`src/rtl/nand_gate_arbiter.sv`:
```
// Round-robin arbiter feeding one registered NAND datapath shared by NUM_REQ requesters.
// Results come back one cycle after accept, tagged with the winning requester index.

module nand_gate #(
  parameter int WIDTH = 8
) (
  input  logic [WIDTH-1:0] a,
  input  logic [WIDTH-1:0] b,
  output logic [WIDTH-1:0] y
);
  assign y = ~(a & b);
endmodule

module nand_gate_arbiter #(
  parameter int NUM_REQ = 4,
  parameter int WIDTH   = 8,
  parameter int ID_W    = $clog2(NUM_REQ)
) (
  input  logic                       clk,
  input  logic                       rst_n,
  input  logic [NUM_REQ-1:0]         req_valid,
  output logic [NUM_REQ-1:0]         req_ready,
  input  logic [NUM_REQ*WIDTH-1:0]   req_a,
  input  logic [NUM_REQ*WIDTH-1:0]   req_b,
  output logic                       rsp_valid,
  input  logic                       rsp_ready,
  output logic [WIDTH-1:0]           rsp_y,
  output logic [ID_W-1:0]            rsp_id
);

  logic [NUM_REQ-1:0][WIDTH-1:0] a_arr, b_arr;
  logic [ID_W-1:0]               rr_ptr, gnt_idx, idx;
  logic                          gnt_vld, free, accept;
  logic [WIDTH-1:0]              nand_y;

  for (genvar i = 0; i < NUM_REQ; i++) begin : g_unpack
    assign a_arr[i] = req_a[i*WIDTH +: WIDTH];
    assign b_arr[i] = req_b[i*WIDTH +: WIDTH];
  end

  // First valid index at or after rr_ptr, wrapping modulo NUM_REQ.
  always_comb begin
    gnt_vld = 1'b0;
    gnt_idx = '0;
    idx     = '0;
    for (int k = 0; k < NUM_REQ; k++) begin
      idx = ID_W'((int'(rr_ptr) + k) % NUM_REQ);
      if (!gnt_vld && req_valid[idx]) begin
        gnt_vld = 1'b1;
        gnt_idx = idx;
      end
    end
  end

  assign free      = !rsp_valid || rsp_ready;
  assign accept    = gnt_vld && free && rst_n;
  assign req_ready = accept ? (NUM_REQ'(1) << gnt_idx) : '0;

  nand_gate #(.WIDTH(WIDTH)) u_nand (
    .a (a_arr[gnt_idx]),
    .b (b_arr[gnt_idx]),
    .y (nand_y)
  );

  always_ff @(posedge clk) begin
    if (!rst_n) begin
      rsp_valid <= 1'b0;
      rsp_y     <= '0;
      rsp_id    <= '0;
      rr_ptr    <= '0;
    end else if (accept) begin
      rsp_valid <= 1'b1;
      rsp_y     <= nand_y;
      rsp_id    <= gnt_idx;
      rr_ptr    <= (gnt_idx == ID_W'(NUM_REQ-1)) ? '0 : gnt_idx + ID_W'(1);
    end else if (rsp_ready) begin
      rsp_valid <= 1'b0;
    end
  end

endmodule

```
`config.mk`:
```
export PLATFORM = sky130hd
export DESIGN_NAME = nand_gate_arbiter
export DESIGN_NICKNAME = d
export VERILOG_FILES = /design/src/rtl/nand_gate_arbiter.sv
export SDC_FILE = /design/constraint.sdc
export NUM_CORES = 1
export LEC_CHECK = 0
export CAP_MARGIN = 5
export CORE_AREA = 10 10 69 71
export CTS_CLUSTER_SIZE = 16
export DETAILED_ROUTE_END_ITERATION = 10
export DIE_AREA = 0 0 79 81
export PLACE_DENSITY = 0.73
export SLEW_MARGIN = 20
export SYNTH_ARGS = -nofsm -noshare
export SYNTH_HDL_FRONTEND = slang
export SYNTH_SLANG_ARGS = --single-unit
```
`constraint.sdc`:
```
create_clock -name clk -period 1.9 [get_ports clk]
set_clock_uncertainty 0.2 [all_clocks]
set_input_delay 0.19 -clock clk [delete_from_list [all_inputs] [get_ports clk]]
set_output_delay 0.19 -clock clk [all_outputs]
set_load 0.005 [all_outputs]
```
==> results.ini, run 1 <==
[worst_setup_path]
cp-end-kind=output port
worst-endpoint-required_ns=1.51
crit_arrival_ns=1.66
reg2reg_from=rr_ptr[0]$_SDFFE_PN0P_
critPathLaunchType=flip-flop
cp_max_fo=4
path_class=reg2out
startpoint=rr_ptr[0]$_SDFFE_PN0P_

[drt]
dr.first_iter.drc_count=64
drtPass1Iterations=4
vias_per_cell=4.452
drtAntennaViolNets=0
wl_per_cell_microns=13.29
drc=0
wirelength_mm=3.616
via_count=1211

[final_layout]
final_layout_size_suffix_gt1_share_pct=18.75
fill_cells=337
diodes=0
stdcell_area_sq_um=2067
nets=300
syn_to_final_growth_pct=120.0
fin_cells=272
final_common_cell=clkdlybuf4s50_1
final_cell_mix=clkdlybuf4s50_1 (77), nand2_1 (36), buf_4 (16)

[floorplanning]
rows=22
start_util_pct=26.67
dieHeight_microns=81
core_area_sq_um=3523
die_w_microns=79
die_area_sq_um=6399
io_pins=86

[clock_tree]
clock_sinks=13
cts_root_buf=clkbuf_4
clock_latency_ns=0.28
cts_made_buffers=3
cts_tree=done
h-tree-depth=1
clockBufferDepth=2
clk_pin_slew_ns=0.08

[job]
drv_cap=0

[global_routing]
antenna_found_initial=0
grt_usage_pct=10.94
grt_max_degree=15
grt_pass1_wl_mm=5.740
grt_pass1_vias=1279
gr-total-overflow=0

[synthesis]
yosysWarnings=0
synth.avg_cell_area_sq_um=7.639
syn_inst=123
synth-xor-area-share_pct=0
yosys.area_share.simple_pct=29.83
ys_ff_latch=13
synth-compound-area-share_pct=13.18
netlist.area_leader.share_pct=27.70
synthTopCellsByArea=dfxtp_1 (28%), mux2i_1 (17%), nand2_1 (14%)
synth_top_area_cell=dfxtp_1
synth_mux_area_share_pct=17.04
syn-num-nets=198
synth_top_family_by_area=simple AND/OR/NAND/NOR gates
synth.cell_area_sq_um=939.7
yosysSeqAreaShare_pct=27.70
synthAdderAreaFrac_pct=5.326
yosysUniqueCellTypes=23

[sta]
fmax_mhz=486.9
tns_ns=-0.5821
max_slew_margin_pct=88.97
tightestPinTransition_ns=0.1609
period_needed_ns=2.054
rsz0062_at_grt=true
period_share_pct=108.1
slew_violations=0
hold_violations=0
postLayoutSetupSlackWorst_ns=-0.1539
setup_violations=4

[place]
place_hpwl_mm=3.053
place_ws_ns=-0.6711
gp_congestion=0.7029
post_dp_cell_area_sq_um=1928
port_buffers=85
dp_cells=267

[run_status]
violations=negative setup slack
status=complete, but fails checks

[worst_hold_path]
min-delay-start=rsp_id[1]$_SDFFE_PN0P_
hold_class=reg2reg

[power]
vdd_drop_max_mv=0.3149
leakagePower_uw=0.0009049
power_density_nw_per_um2=586.5

==> cell usage after synthesis (all sizes together) <==
cell type	instances
and3	1
ha	4
dfxtp	13
a21oi	4
nand2b	3
a41oi	1
inv	6
nand2	37
mux2i	16
nand3	13
o22ai	1
a211o	1
clkbuf	3
nor3b	1
and2	4
o221ai	8
buf	2
o21ai	2
or3	1
nor2	2
==> metal layers <==
metal / wire length [microns] / up-vias / global-route usage, %
met5: 0 / - / 0
met4: 10 / 0 / 1.971
met3: 357 / 2 / 6.512
met2: 1814 / 51 / 19.17
met1: 1433 / 524 / 11.17
li1: - / 634 / -
==> cells by family (layout without fill, tap and decap cells) <==
group                      count (synthesis)  in the layout
buffers and inverters                     11            112
muxes                                     16             16
AOI/OAI and AO/OA                         17             17
DFF                                       13             13
adders and majority gates                  4              4
and+or+nand+nor                           62             62
==> what timing repair did <==
| item | in CTS | in global routing |
|---|---|---|
| hold buffers | 0 | 0 |
| gates resized for setup | 38 | 10 |
| buffers inserted | 1 | 1 |
| pin swaps | 5 | 4 |
| endpoints found under the setup margin | 4 | 12 |
==> area by class of cell <==
cell class / count / area [sq um] / area share (%)
clock buffers: 4 / 26.28 / 1.271
inverters: 6 / 25.02 / 1.211
multi-input cells: 99 / 723.2 / 34.99
flip-flops and latches: 13 / 262.8 / 12.71
well taps: 48 / 60.06 / 2.906
repair buffers: 102 / 969.7 / 46.91
==> flip-flops by register name, summed over array words and instances, names as in the netlist <==
| name | count |
|---|---|
| rsp_id | 2 |
| rr_ptr | 2 |
| rsp_valid | 1 |
| rsp_y | 8 |
==> where the power goes <==
part	internal (uW)	switching, uW
Clock	81.5	92.7
Sequential	334	30.0
Combinational	419	255
Total	834	378
==> path summary, 6_finish.rpt <==
path / depth (start not counted) / slack (ns) / end
worst min register to register: 2 / 0.25 / rsp_id[1]$_SDFFE_PN0P_
worst min-delay path: 2 / 0.25 / rsp_id[1]$_SDFFE_PN0P_
worst max-delay path: 7 / -0.15 / req_ready[0]
worst max register to register: 7 / 0.09 / rsp_y[6]$_SDFFE_PN0P_
==> critical path, cell delays in order, from the launching register on <==
cell      delay [ns]
dfxtp_2         0.36
nand2b_4        0.14
a21oi_4         0.05
a211o_1         0.31
buf_6           0.15
ha_4            0.15
and2_4          0.13
buf_6           0.10
==> stage by stage <==
step | power [uW] | hold slack [ns] | utilization [%]
2_1_floorplan | 624.9 | 0.1381 | -
3_3_place_gp | 968.5 | 0.2420 | 54.72
3_5_place_dp | 971.3 | 0.2456 | 54.72
4_1_cts | 1184 | 0.2581 | 57.00
5_1_grt | 1299 | 0.2967 | 58.66
6_report | 1212 | 0.2544 | 58.66
Power figures use the tool's default switching activity.
==> run 2, diff against run 1 <==
- ABC_AREA: default -> 1
- CORE_AREA: 10 10 69 71 -> 10 10 75 77
- DIE_AREA: 0 0 79 81 -> 0 0 85 87
- PLACE_DENSITY: 0.73 -> 0.71
==> run 2 against run 1 <==
Net effect:
- the flow still finishes with violations (negative setup slack)
- clock power increased by 38%
- setup slack lost 0.30 ns
- count of clock-buffer cells in the layout did not move
- synthesized cell count grew 82%
- sequential share of layout area shrank 3.4 points
- power increased to 3.7 times the previous value
- synthesized area up 36%
==> results.ini, run 2 <==
[floorplanning]
start_util_pct=30.11
rows=24
io_pins=86
die_area_sq_um=7395
die_w_microns=85
core_area_sq_um=4234
dieHeight_microns=87

[worst_setup_path]
crit_arrival_ns=1.97
crit_top_cell=nand2_4
worst-endpoint-required_ns=1.51
cp-end-kind=output port
cp_slowest_cell=dfxtp_4
slowest_delay_ns=0.37
cp_cell_sequence=buf_12, nand2_4, nand2_4, nand2_4, nand2_4, nor2_4, buf_6, nand3_4, nand3_4, buf_6, inv_6, ha_4, inv_2, nor2_1, buf_2
cp_max_fo=8
critPathLaunchType=flip-flop
path_class=reg2out

[sta]
rsz0062_at_grt=true
period_share_pct=124.0
setup_violations=17
hold_violations=0
tightestPinTransition_ns=0.2717
fmax_mhz=424.3
postLayoutSetupSlackWorst_ns=-0.4568
hold-worst-slack_ns=0.2724
max_slew_margin_pct=81.76
period_needed_ns=2.357
slew_violations=0

[synthesis]
synth_common_cells=nand2_1 (96), nand3_1 (38), inv_1 (21)
ys_ff_latch=13
yosysSeqAreaShare_pct=20.41
yosysUniqueCellTypes=20
synth_top_area_cell=nand2_1
syn_inst=224
synthTopCellsByArea=nand2_1 (28%), dfxtp_1 (20%), nand3_1 (15%)
netlist.area_leader.share_pct=28.26
synth_edf_count=0
synth.cell_area_sq_um=1275
ys.flop_type=dfxtp_1
synth.avg_cell_area_sq_um=5.692
async_reset_ff_share_pct=0
syn-num-nets=299
synth.most_common_cell=nand2_1
yosysWarnings=0

[final_layout]
diodes=0
final_common_cell=clkdlybuf4s50_1
largestRegisters=rsp_y x8, rr_ptr x2, rsp_id x2
syn_to_final_growth_pct=124.5
nets=418
top_register=rsp_y
largest_reg_flops=8
fin_cells=394
final_cell_mix=clkdlybuf4s50_1 (78), nand2_1 (73), nand3_1 (29)
final_layout_size_suffix_gt1_share_pct=32.16

[clock_tree]
h-tree-depth=1
clock_latency_ns=0.23
cts_root_buf=clkbuf_8
cts_made_buffers=3
clockBufferDepth=2
clock_sinks=13
cts_tree=done
clk_pin_slew_ns=0.06
postCtsHoldBufs=0

[global_routing]
grt_pass1_wl_mm=9.239
gr-total-overflow=0
antenna_found_initial=0
grt_max_degree=18
grt_usage_pct=14.69
grt_pass1_vias=2106

[drt]
wl_per_cell_microns=14.61
vias_per_cell=4.706
drtPass1Iterations=4
dr.first_iter.drc_count=64
wirelength_mm=5.756
drtAntennaViolNets=0
via_count=1854
drc=0

[power]
vdd_drop_max_mv=0.6417
power_density_nw_per_um2=1551
leakagePower_uw=0.001370

[place]
place_hpwl_mm=3.973
port_buffers=85
gp_congestion=0.8164
dp_cells=371

[worst_hold_path]
hold_class=reg2reg

[job]
drv_cap=0

[run_status]
violations=negative setup slack
status=complete, but fails checks

## run 2: cell types whose count changed after synthesis, moves of 4 or more
cell      before  now
nand4_1        0   16
nor2_1         2    6
mux2i_1       16    0
o221ai_1       8    0
nand2_1       36   96
nand2_2        1    5
and2_1         4    0
buf_2          0    5
nand3_1       13   38
inv_1          6   21
## run 2: cells by family (layout without fill, tap and decap cells)
group                    count (synthesis)  count (layout)  synth area share (%)
AO/OA/AOI/OAI                            6               6                 2.551
adder cells (fa/ha/maj)                  4               4                 3.926
flip-flops                              13              13                 20.41
AND/OR/NAND/NOR                        168             168                 61.73
buffers and inverters                   33             151                 11.38
## run 2: cell type report
type	count	area, sq um
Clock buffer	4	45.04
Fill cell	365	1371
Tap cell	52	65.06
Sequential cell	13	265.3
Timing Repair Buffer	121	1232
Timing Repair inverter	1	11.26
Multi-Input combinational cell	178	1117
Inverter	25	126.4
## run 2: worst max-delay path, delay by kind of cell, from the launching register on
family | cells | cell delay [ns]
buffers and inverters | 6 | 0.59
DFF | 1 | 0.37
and+or+nand+nor | 8 | 0.61
adders and majority gates | 1 | 0.15
## run 2: repair_timing
item | 4_1_cts | 5_1_grt
cloned | 2 | 2
pin swaps | 19 | 16
resized for setup | 79 | 39
endpoints found under the setup margin | 17 | 17
setup buffers | 15 | 6
## run 2: worst paths after layout
check | start | endpoint | slack, ns | cells past startpoint
worst max-delay path | rr_ptr[0]$_SDFFE_PN0P_ | req_ready[1] | -0.46 | 15
worst min-delay path | rsp_y[6]$_SDFFE_PN0P_ | rsp_y[6]$_SDFFE_PN0P_ | 0.27 | 2
worst max register to register | rr_ptr[0]$_SDFFE_PN0P_ | rsp_y[0]$_SDFFE_PN0P_ | -0.26 | 15
worst min register to register | rsp_y[6]$_SDFFE_PN0P_ | rsp_y[6]$_SDFFE_PN0P_ | 0.27 | 2
## run 2: per-layer routing
metal / global-route usage, % / part of all wire [%] / vias to the layer above
met1: 15.11 / 39 / 820
met4: 4.042 / 2.0 / 0
met5: 0 / 0 / -
met3: 5.337 / 7.5 / 8
li1: - / - / 964
met2: 27.25 / 52 / 62
## run 2: power breakdown
group          leakage, uW  internal [uW]  switching (uW)
combinational      0.00124           1820            1890
sequential        0.000110            401            89.0
clock            0.0000228            148            92.0
total              0.00137           2370            2070
## run 2: stage by stage
step | TNS [ns] | cell area [sq um] | util, % | power (uW) | setup WS (ns)
finish | -4.744 | 2863 | 67.61 | 4440 | -0.4568
CTS | -3.365 | 2703 | 63.83 | 4063 | -0.3891
global placement | -7.373 | 2328 | 54.99 | 2951 | -0.7246
detailed placement | -8.078 | 2328 | 54.99 | 2977 | -0.7981
floorplan | -0.1383 | 1316 | - | 2011 | -0.04985
global route | -6.603 | 2863 | 67.61 | 4845 | -0.5779
==> run 3, diff against run 2 <==
- CORE_AREA: 10 10 75 77 -> 2 2 67 69
- DIE_AREA: 0 0 85 87 -> 0 0 69 71
- RECOVER_POWER: default -> 100
==> run 3 against run 2 <==
Net effect:
- the flow still finishes with violations (negative setup slack)
- fmax up 1.1%
- core utilization shrank 3.6 points
- via count fell by 1.3%
- power decreased by 7.2%
- critical path depth down 1
- first-iteration DRC count decreased by 16%
- non-clock buffer count decreased by 3
- combinational power fell by 8.4%
- critical path type unchanged
- largest cell class unchanged
==> results.ini, run 3 (synthesis gave the netlist of run 2 again) <==
[run_status]
status=complete, but fails checks
violations=negative setup slack

[global_routing]
antenna_found_initial=0
grt_usage_pct=18.83
grt_pass1_vias=1814
gr-total-overflow=0
grt_max_degree=17
grt_pass1_wl_mm=7.707

[floorplanning]
dieHeight_microns=71
core_area_sq_um=4204
rows=24
start_util_pct=30.33
die_area_sq_um=4899
die_w_microns=69
io_pins=86

[sta]
hold-worst-slack_ns=0.2680
postLayoutSetupSlackWorst_ns=-0.4320
tightestPinTransition_ns=0.2130
max_slew_margin_pct=85.75
setup_violations=16
fmax_mhz=428.8
slew_violations=0
period_needed_ns=2.332
tns_ns=-5.631
period_share_pct=122.7
rsz0062_at_grt=true
hold_violations=0

[job]
drv_cap=0

[clock_tree]
postCtsHoldBufs=0
clockBufferDepth=2
clk_pin_slew_ns=0.06
cts_tree=done
clock_latency_ns=0.24
cts_made_buffers=3
h-tree-depth=1
clock_sinks=13
cts_root_buf=clkbuf_8

[final_layout]
diodes=0
syn_to_final_growth_pct=111.0
largestRegisters=rsp_y x8, rr_ptr x2, rsp_id x2
regArea_sq_um=265.3
top_register=rsp_y
final_cell_mix=nand2_1 (79), clkdlybuf4s50_1 (69), nand3_1 (34)
fill_cells=379
final_common_cell=nand2_1
final_layout_size_suffix_gt1_share_pct=28.11
fin_cells=390
largest_reg_flops=8
nets=414
stdcell_area_sq_um=2690
multi_input_comb_area_sq_um=1041

[place]
gp_congestion=0.7763
port_buffers=85
dp_cells=370
post_dp_cell_area_sq_um=2321
place_hpwl_mm=3.290

[power]
power_frac_comb_pct=82.4
seqPwrFrac_pct=11.6
power_density_nw_per_um2=1532
vdd_drop_max_mv=0.5622
clkPwrFrac_pct=5.9
p_int_uw=2248
p_switching_uw=1874
leakagePower_uw=0.001319
swShare_pct=45.47

[drt]
via_count=1830
dr.first_iter.drc_count=54
drtPass1Iterations=4
vias_per_cell=4.692
drtAntennaViolNets=0
wl_per_cell_microns=11.75
drc=0
wirelength_mm=4.582

[worst_setup_path]
reg2reg_depth=17
worst-endpoint-required_ns=1.51
cp_max_fo=8
crit_arrival_ns=1.94
critPathLaunchType=flip-flop
cp-end-kind=output port
path_class=reg2out

[worst_hold_path]
hold_class=reg2reg
hold_depth=2

[run 3: cell types whose count changed in the layout (fill, tap and decap cells not counted), moves of 2 or more]
cell,delta
clkdlybuf4s50_1,-9
dlygate4sd3_1,+11
o21ai_0,+2
nand2_1,+6
buf_12,-2
nand2_4,-5
buf_4,+6
nand3_4,-2
nand3_2,-3
dlygate4sd2_1,-2
nand3_1,+5
buf_6,-7
[run 3: area by class of cell]
cell class	count	share of cell area (%)
repair buffers	118	42.98
multi-input cells	178	38.70
flip-flops and latches	13	9.860
inverters	25	4.326
well taps	52	2.419
clock buffers	3	1.535
clock inverters	1	0.1860
[run 3: final timing paths]
path / from / slack [ns] / end
worst max-delay path: rr_ptr[0]$_SDFFE_PN0P_ / -0.43 / req_ready[0]
worst min-delay path: rsp_y[6]$_SDFFE_PN0P_ / 0.27 / rsp_y[6]$_SDFFE_PN0P_
worst max register to register: rr_ptr[0]$_SDFFE_PN0P_ / -0.40 / rsp_y[7]$_SDFFE_PN0P_
worst min register to register: rsp_y[6]$_SDFFE_PN0P_ / 0.27 / rsp_y[6]$_SDFFE_PN0P_
[run 3: routing by layer]
metal	up-vias	share of wire, %	track usage (%)
li1	955	-	-
met1	789	40	21.65
met2	80	53	36.32
met3	6	4.9	1.567
met4	0	1.4	6.536
met5	-	0	0
[run 3: power by group through the flow]
stage	Combinational, uW	Clock, uW	Sequential [uW]
floorplan	1540	0	475
global placement	2430	0	481
detailed placement	2450	0	482
CTS	3260	246	483
global route	3740	267	492
finish	3400	245	480
[run 3: critical path: stages, from the launching register on]
cell and delay, ns:
dfxtp_4 0.37, buf_12 0.15, nand2_4 0.05, nand2_2 0.07, nand2_2 0.10, nand2_4 0.07, nor2_4 0.14, nand3_1 0.08
nand3_1 0.08, nand2_2 0.09, buf_6 0.15, ha_4 0.15, inv_2 0.05, nor2_2 0.03, buf_2 0.12
[run 3: repair_timing]
action / 4_1_cts / 5_1_grt
buffers inserted: 17 / 0
pin swaps: 18 / 13
cloned: 1 / 0
endpoints found under the setup margin: 16 / 17
resized for setup: 60 / 15
[run 3: per-stage QoR]
step           setup WS, ns  total power, uW  util [%]
2_1_floorplan      -0.04985             2011         -
3_3_place_gp        -0.7289             2913     55.21
3_5_place_dp        -0.7737             2936     55.21
4_1_cts             -0.3725             3987     62.74
5_1_grt             -0.5196             4500     63.99
6_report            -0.4320             4122     63.99
